### config.mk
export PLATFORM = sky130hd
export DESIGN_NAME = row_assembler
export DESIGN_NICKNAME = d
export VERILOG_FILES = /design/src/rtl/row_assembler.sv
export SDC_FILE = /design/constraint.sdc
export NUM_CORES = 1
export LEC_CHECK = 0
export BUFFER_PORTS_ARGS = -buffer_cell sky130_fd_sc_hd__buf_4
export CORE_MARGIN = 1.5
export CORE_UTILIZATION = 25
export DETAILED_ROUTE_END_ITERATION = 10
export PLACE_DENSITY = 0.53
export SYNTH_ARGS = -nofsm -noshare
export SYNTH_HDL_FRONTEND = slang
export SYNTH_SLANG_ARGS = --single-unit
export TNS_END_PERCENT = 50
### constraint.sdc
create_clock -name clk -period 2.1 [get_ports clk]
set_input_delay 0.42 -clock clk [delete_from_list [all_inputs] [get_ports clk]]
set_output_delay 0.42 -clock clk [all_outputs]
set_load 0.01 [all_outputs]
### src/rtl/row_assembler.sv
//============================================================================
// Module      : row_assembler
// Description : Collects tagged elements, one per cycle, into a packed row
//               buffer and presents each completed row on a valid/ready
//               output. Elements whose (column,row) tags differ from the next
//               expected position are dropped and raise a sticky seq_error.
//               A one-cycle frame_done pulse follows acceptance of the final
//               row of a frame.
// Revision    : 1.0  initial release
//----------------------------------------------------------------------------
// Ports
//   clk             in   rising-edge clock
//   rst_n           in   asynchronous active-low reset
//   flush           in   synchronous clear, overrides every other input
//   in_valid        in   element offered
//   in_ready        out  element can be accepted this cycle (FILL state)
//   in_data         in   element value
//   in_width_index  in   column tag of the offered element
//   in_height_index in   row tag of the offered element
//   row_valid       out  assembled row available (HOLD state)
//   row_ready       in   downstream takes the row
//   row_data        out  packed row, element w at [w*ELEM_WIDTH +: ELEM_WIDTH]
//   row_index       out  row number of the presented row
//   frame_done      out  pulse the cycle after the last row is taken
//   seq_error       out  sticky out-of-order tag flag
//============================================================================
`default_nettype none

module row_assembler #(
  parameter int INPUT_WIDTH      = 4,
  parameter int INPUT_HEIGHT     = 3,
  parameter int INPUT_WIDTH_LOG  = (INPUT_WIDTH  > 1) ? $clog2(INPUT_WIDTH)  : 1,
  parameter int INPUT_HEIGHT_LOG = (INPUT_HEIGHT > 1) ? $clog2(INPUT_HEIGHT) : 1,
  parameter int ELEM_WIDTH       = 8
) (
  input  logic                              clk,
  input  logic                              rst_n,
  input  logic                              flush,
  input  logic                              in_valid,
  output logic                              in_ready,
  input  logic [ELEM_WIDTH-1:0]             in_data,
  input  logic [INPUT_WIDTH_LOG-1:0]        in_width_index,
  input  logic [INPUT_HEIGHT_LOG-1:0]       in_height_index,
  output logic                              row_valid,
  input  logic                              row_ready,
  output logic [INPUT_WIDTH*ELEM_WIDTH-1:0] row_data,
  output logic [INPUT_HEIGHT_LOG-1:0]       row_index,
  output logic                              frame_done,
  output logic                              seq_error
);

  typedef enum logic [0:0] {
    FILL = 1'b0,
    HOLD = 1'b1
  } state_t;

  localparam logic [INPUT_WIDTH_LOG-1:0]  LAST_W = INPUT_WIDTH_LOG'(INPUT_WIDTH - 1);
  localparam logic [INPUT_HEIGHT_LOG-1:0] LAST_H = INPUT_HEIGHT_LOG'(INPUT_HEIGHT - 1);

  state_t                      state;
  state_t                      state_next;
  logic [INPUT_WIDTH_LOG-1:0]  exp_w;
  logic [INPUT_HEIGHT_LOG-1:0] exp_h;
  logic                        accept;
  logic                        tag_match;
  logic                        last_elem;
  logic                        row_accept;

  // --------------------------------------------------------------------------
  // State register
  // --------------------------------------------------------------------------
  always_ff @(posedge clk or negedge rst_n) begin
    if (!rst_n) begin
      state <= FILL;
    end else begin
      state <= state_next;
    end
  end

  // --------------------------------------------------------------------------
  // Next state and handshake outputs
  // --------------------------------------------------------------------------
  always_comb begin
    state_next = state;
    in_ready   = 1'b0;
    row_valid  = 1'b0;

    tag_match  = (in_width_index == exp_w) && (in_height_index == exp_h);
    last_elem  = (exp_w == LAST_W);

    case (state)
      FILL: begin
        in_ready = 1'b1;
        if (in_valid && tag_match && last_elem) begin
          state_next = HOLD;
        end
      end
      HOLD: begin
        row_valid = 1'b1;
        if (row_ready) begin
          state_next = FILL;
        end
      end
      default: state_next = FILL;
    endcase

    // Flush abandons any held row and restarts collection.
    if (flush) begin
      state_next = FILL;
    end

    accept     = in_valid && in_ready;
    row_accept = row_valid && row_ready;
  end

  // --------------------------------------------------------------------------
  // Datapath: expected-tag counters, row buffer, status flags
  // --------------------------------------------------------------------------
  always_ff @(posedge clk or negedge rst_n) begin
    if (!rst_n) begin
      exp_w      <= '0;
      exp_h      <= '0;
      row_data   <= '0;
      row_index  <= '0;
      seq_error  <= 1'b0;
      frame_done <= 1'b0;
    end else if (flush) begin
      // The row buffer and row_index are left as they are; only the
      // sequencing state is cleared.
      exp_w      <= '0;
      exp_h      <= '0;
      seq_error  <= 1'b0;
      frame_done <= 1'b0;
    end else begin
      frame_done <= row_accept && (row_index == LAST_H);

      if (accept) begin
        if (tag_match) begin
          // Slots are written in place; every slot is rewritten before the
          // next HOLD, so no clear between rows is needed.
          row_data[exp_w*ELEM_WIDTH +: ELEM_WIDTH] <= in_data;
          if (last_elem) begin
            exp_w     <= '0;
            row_index <= exp_h;
          end else begin
            exp_w <= exp_w + 1'b1;
          end
        end else begin
          seq_error <= 1'b1;
        end
      end

      if (row_accept) begin
        if (row_index == LAST_H) begin
          exp_h <= '0;
        end else begin
          exp_h <= exp_h + 1'b1;
        end
      end
    end
  end

endmodule

`default_nettype wire

==> flow_metrics.env, run 1 <==
export IMPL_cp_start_kind="register"
export IMPL_drive_gt1_frac=0.297
export IMPL_clkSlewWorstSetupHoldPaths_ps=80
export IMPL_synthArstFlopShare=1.00
export IMPL_worst_pin_slew_ps=521
export IMPL_synthFlopType="dfrtp_1"
export IMPL_postSynthAreaPerCell_sq_um=10.5
export IMPL_viasPerCell=4.03
export IMPL_grt_pass1_wl_mm=7.57
export IMPL_syn_to_final_growth_pct=32.1
export IMPL_clock_latency_ps=290
export IMPL_final_setup_viol_count=0
export IMPL_hold_class="in -> async"
export IMPL_core_sq_um=7770
export IMPL_postSynthCellCount=192
export IMPL_p_leak_nw=1.30
export IMPL_whs_ps=90.2
export IMPL_syn_nets=214
export IMPL_cts_tree="done"
export IMPL_yosys_register_bits=41
export IMPL_syn_area_sq_um=2010
export IMPL_crit_required_ps=2320
export IMPL_n_antenna_cell=0
export IMPL_final_max_slew_violation_count=0
export IMPL_wirelength_mm=4.53
export IMPL_r2r_start="exp_w[1]"
export IMPL_fmax_mhz=539
export IMPL_ys_seq_area_frac=0.511
export IMPL_antenna_found_initial=0
export IMPL_synth_top_area_share=0.511
export IMPL_hold_buffers=0
export IMPL_cts_resized=0
export IMPL_remaining_drc_errors=0
export IMPL_finalCriticalPeriod_ps=1860
export IMPL_irDropWorstVdd_v=0.000184
export IMPL_wl_per_cell_um=12.6
export IMPL_finalNetCount=277
export IMPL_yosys_area_top_type="dfrtp_1"
export IMPL_drt_initial_drc_count=78
export IMPL_dp_hpwl_mm=3.28
export IMPL_first_pass_iters=4
export IMPL_ant_nets=0
export IMPL_fp_dieArea_sq_um=8580
export IMPL_num_fill_cells=817
export IMPL_status="finished clean"
export IMPL_gp_congestion=0.757
export IMPL_slew_headroom=0.653
export IMPL_cts_max_level=2
export IMPL_clk_path_buf_depth=2
export IMPL_die_h_um=92.7
export IMPL_synth_edf_count=0
export IMPL_clock_sinks=41
export IMPL_die_width_um=92.7
export IMPL_synth_warnings=0
export IMPL_grt_max_degree=42
export IMPL_powerDensity_nw_per_um2=606
export IMPL_rows=32
export IMPL_vias=1442
export IMPL_path_max_fanout=8
export IMPL_cts_root_buf="clkbuf_8"
export IMPL_end_kind="register"
export IMPL_netlist_top_cells_count="dfrtp_1 (41), inv_1 (38), nand2_1 (35)"
export IMPL_numCtsBuffers=5
export IMPL_grt_overflow=0
export IMPL_post_cts_setup_buffer_count=0
export IMPL_finalHoldViolCount=0
export IMPL_ys_top_cells_by_area="dfrtp_1 (51%), mux2i_1 (17%), inv_1 (7.1%)"
export IMPL_drv_cap=0
export IMPL_r2r_cells=5
export IMPL_reg2reg_slack_ps=240
export IMPL_worstSetupPathType="reg -> reg"
export IMPL_initial_core_util=0.259
export IMPL_post_synth_top_count_cell="dfrtp_1"
export IMPL_rsz0062_at_grt="false"
export IMPL_fin_skew_ps=5.22
export IMPL_grt_usage=0.115
export IMPL_post_route_period_util=0.884
export IMPL_reg2reg_to="row_data[31]"
export IMPL_tns_ps=0
export IMPL_numPortBuffers=54
export IMPL_crit_arrival_ps=2070
export IMPL_ios=55
export IMPL_yosysUniqueCellTypes=27
export IMPL_grt_pass1_vias=1467
-- area by class of cell --
cell class                 instances  area, sq um  share of cell area
clock buffer                       5         68.8              0.0259
clock inverter                     3         17.5             0.00660
inverter                          38          143              0.0537
multi-input combinational        108          815               0.307
sequential                        41         1030               0.386
tap                              102          128              0.0481
timing repair buffer              61          458               0.172
-- sequential cells by signal, summed over array words and instances, names as in the netlist --
name        count
row_data       32
exp_h           2
exp_w           2
row_index       2
frame_done      1
seq_error       1
state           1
-- critical path: stages (launching register included) --
cell and delay [ps]:
dfrtp_1 460, xnor2_1 270, nand4_4 190, nor4_2 380
buf_4 270, mux2i_1 210
-- metal layers --
layer / vias up / global-route usage / wire length [um] / share of wire
met5: - / 0 / 0 / 0
met4: 0 / 0.0455 / 84 / 0.019
met3: 6 / 0.0304 / 214 / 0.047
met2: 31 / 0.170 / 2010 / 0.44
met1: 679 / 0.160 / 2220 / 0.49
li1: 726 / - / - / -
-- stage by stage --
step	instances	setup slack, ps	instance area (sq um)	utilization	power [W]
after floorplan	192	328	2010	-	0.000964
after global placement	350	188	2570	0.331	0.00110
after detailed placement	350	121	2570	0.331	0.00111
after CTS	358	189	2660	0.342	0.00163
after global routing	358	34.6	2660	0.342	0.00169
final	358	245	2660	0.342	0.00161
-- power by group --
| group | internal (W) | switching [W] |
|---|---|---|
| combinational | 0.000110 | 0.000113 |
| sequential | 0.000835 | 0.0000269 |
| clock | 0.000230 | 0.000293 |
| total | 0.00117 | 0.000433 |
-- placed cells by master (no fill, tap or decap) --
cell type   count
buf_4          61
dfrtp_1        41
inv_1          38
nand2_1        35
mux2i_1        34
nor2_1          6
ha_1            5
clkbuf_8        5
nand2b_1        4
nor3b_1         4
xnor2_1         3
a21oi_1         2
nor3_1          2
mux2_1          2
clkinv_2        2
xnor2_2         1
nand4_4         1
or3_1           1
or4_4           1
nor4_2          1
a31oi_1         1
nand3_1         1
a22oi_1         1
mux2_2          1
nor4_4          1
nor4b_2         1
clkinvlp_4      1
-- cells by family (layout without fill, tap and decap cells) --
kind of cell,count (synthesis),count (layout),synth area share
AO/OA/AOI/OAI,4,4,0.0118
buffers and inverters,43,107,0.0903
adder cells (fa/ha/maj),5,5,0.0311
flip-flops,41,41,0.511
XOR/XNOR,4,4,0.0212
AND/OR/NAND/NOR,58,58,0.149
multiplexers,37,37,0.186
-- how the worst max path moves through the flow --
stage                        from            to  cells after the start
2_1_floorplan            exp_w[0]  row_index[0]                      6
3_3_place_gp   in_height_index[0]  row_data[29]                      6
3_5_place_dp   in_height_index[0]  row_data[31]                      6
4_1_cts                  exp_w[1]  row_data[31]                      5
5_1_grt                  exp_h[0]  row_data[27]                      5
6_report                 exp_w[1]  row_data[31]                      5
Note: power is estimated with default switching activity, not from simulation.
==> run 2: changes to the inputs <==
- REMOVE_ABC_BUFFERS: default -> 1
==> run 2 against run 1 <==
Die area unchanged; non-clock buffer count unchanged; register-to-register slack got worse by 20 ps; clock power rose by 28%; power increased by 9.4%; maximum frequency shrank 1.1%; wire length grew 5.8%.
==> flow_metrics.env, run 2 (same netlist as run 1, synthesis figures left out) <==
export IMPL_status="finished clean"
export IMPL_fmax_mhz=533
export IMPL_wirelength_mm=4.79
export IMPL_hold_buffers=0
export IMPL_crit_path_max_incr_delay_ps=460
export IMPL_n_antenna_cell=0
export IMPL_fin_util=0.346
export IMPL_grt_pass1_vias=1444
export IMPL_cts_tree="done"
export IMPL_fp_dieArea_sq_um=8580
export IMPL_cp_start_kind="register"
export IMPL_dp_hpwl_mm=3.48
export IMPL_remaining_drc_errors=0
export IMPL_ios=55
export IMPL_grt_max_degree=42
export IMPL_pwr_share_comb=0.128
export IMPL_worstSetupEndpoint="row_data[31]"
export IMPL_layout_common_cells="buf_4 (61), dfrtp_1 (41), inv_1 (38), nand2_1 (35), mux2i_1 (34)"
export IMPL_fin_area_sq_um=2690
export IMPL_regMostFlops="row_data"
export IMPL_grt_pass1_wl_mm=7.55
export IMPL_ant_nets=0
export IMPL_critical_path_slowest_cell="dfrtp_1"
export IMPL_cts_root_buf="clkbuf_8"
export IMPL_cp_top_family="simple AND/OR/NAND/NOR gates"
export IMPL_initial_core_util=0.259
export IMPL_clock_sinks=41
export IMPL_drv_cap=0
export IMPL_clock_latency_ps=300
export IMPL_antenna_found_initial=0
export IMPL_gp_congestion=0.731
export IMPL_drt_initial_drc_count=63
export IMPL_worst_pin_slew_ps=546
export IMPL_cts_max_level=2
export IMPL_crit_arrival_ps=2100
export IMPL_grt_use_met3=0.0394
export IMPL_path_max_fanout=8
export IMPL_crit_cells=5
export IMPL_worstSetupPathType="reg -> reg"
export IMPL_hold_class="in -> async"
export IMPL_swShare=0.242
export IMPL_cts_resized=0
export IMPL_slew_headroom=0.636
export IMPL_reg2reg_to="row_data[31]"
export IMPL_post_route_period_util=0.894
export IMPL_syn_to_final_growth_pct=33.6
export IMPL_die_h_um=92.7
export IMPL_p_switching_w=0.000426
export IMPL_viasPerCell=4.15
export IMPL_finalNetCount=277
export IMPL_r2r_start="exp_w[1]"
export IMPL_rows=32
export IMPL_final_max_slew_violation_count=0
export IMPL_total_power_w=0.00176
export IMPL_use_met2=0.181
export IMPL_p_leak_nw=1.32
export IMPL_drive_gt1_frac=0.293
export IMPL_worst_slack_ps=223
export IMPL_core_sq_um=7770
export IMPL_largest_reg_flops=32
export IMPL_pre_cts_ws_ps=143
export IMPL_numCtsBuffers=5
export IMPL_place_area_sq_um=2570
export IMPL_clkSlewWorstSetupHoldPaths_ps=80
export IMPL_dp_cells=350
export IMPL_seqCellArea_sq_um=1030
export IMPL_reg2reg_slack_ps=220
export IMPL_grt_usage=0.116
export IMPL_critical_path_cell_chain="xnor2_1, nand4_4, nor4_2, buf_4, mux2i_1"
export IMPL_p_seq_frac=0.491
export IMPL_powerDensity_nw_per_um2=655
export IMPL_end_kind="register"
export IMPL_grt_overflow=0
export IMPL_grt_busiest_layer="met2"
export IMPL_vias=1487
export IMPL_final_cell_count_no_fill=358
export IMPL_internal_power_w=0.00133
export IMPL_use_met1=0.153
export IMPL_worst_path_buf_inv=1
export IMPL_fin_skew_ps=6.86
export IMPL_layout_commonest_cell="buf_4"
export IMPL_clk_path_buf_depth=2
export IMPL_rsz0062_at_grt="false"
export IMPL_die_width_um=92.7
export IMPL_critPathLaunch="exp_w[1]"
export IMPL_p_clk_frac=0.381
export IMPL_post_cts_setup_buffer_count=0
export IMPL_r2r_cells=5
export IMPL_finalHoldViolCount=0
export IMPL_crit_required_ps=2320
export IMPL_finalCriticalPeriod_ps=1880
export IMPL_num_fill_cells=835
export IMPL_first_pass_iters=4
export IMPL_final_setup_viol_count=0
export IMPL_multi_input_area_sq_um=815
export IMPL_wl_per_cell_um=13.4
export IMPL_irDropWorstVdd_v=0.000228
export IMPL_numPortBuffers=54
==> run 2: cell count changes in the layout (fill, tap and decap cells not counted), sizes merged <==
cell | previous run | this run
bufinv | 0 | 1
clkbuf | 5 | 7
clkinv | 2 | 0
clkinvlp | 1 | 0
==> run 2: worst min-delay path by stage <==
stage / from / to / slack, ps / cells past startpoint
finish: rst_n / frame_done / 100 / 1
global route: rst_n / frame_done / 130 / 1
CTS: rst_n / frame_done / 130 / 1
detailed placement: rst_n / frame_done / 450 / 1
global placement: rst_n / frame_done / 450 / 1
floorplan: rst_n / exp_h[0] / 120 / 0
==> run 2: area by class of cell <==
| type | count | share of cell area |
|---|---|---|
| flip-flops and latches | 41 | 0.382 |
| multi-input cells | 108 | 0.303 |
| repair buffers | 61 | 0.171 |
| inverters | 38 | 0.0531 |
| well taps | 102 | 0.0475 |
| clock buffers | 7 | 0.0322 |
| clock inverters | 1 | 0.0112 |
==> run 2: worst register-to-register path, cell delays in order (launching register included) <==
cell and delay, ps:
dfrtp_1 460, xnor2_1 280, nand4_4 200, nor4_2 390, buf_4 270, mux2i_1 210
==> run 2: per-layer routing <==
metal | vias to the layer above | share of wire
li1 | 726 | -
met1 | 718 | 0.46
met2 | 40 | 0.47
met3 | 3 | 0.065
met4 | 0 | 0.0058
met5 | - | 0
==> run 2: power groups by stage <==
stage               sequential, W  combinational [W]  clock [W]
floorplan                0.000897          0.0000634          0
global placement         0.000883           0.000225          0
detailed placement       0.000881           0.000230          0
CTS                      0.000866           0.000231   0.000693
global route             0.000871           0.000249   0.000721
finish                   0.000864           0.000224   0.000670
==> run 2: stage by stage <==
step	TNS, ps	hold slack [ps]
floorplan	-8790	124
global placement	0	447
detailed placement	0	450
CTS	0	131
global route	0	133
finish	0	95.4
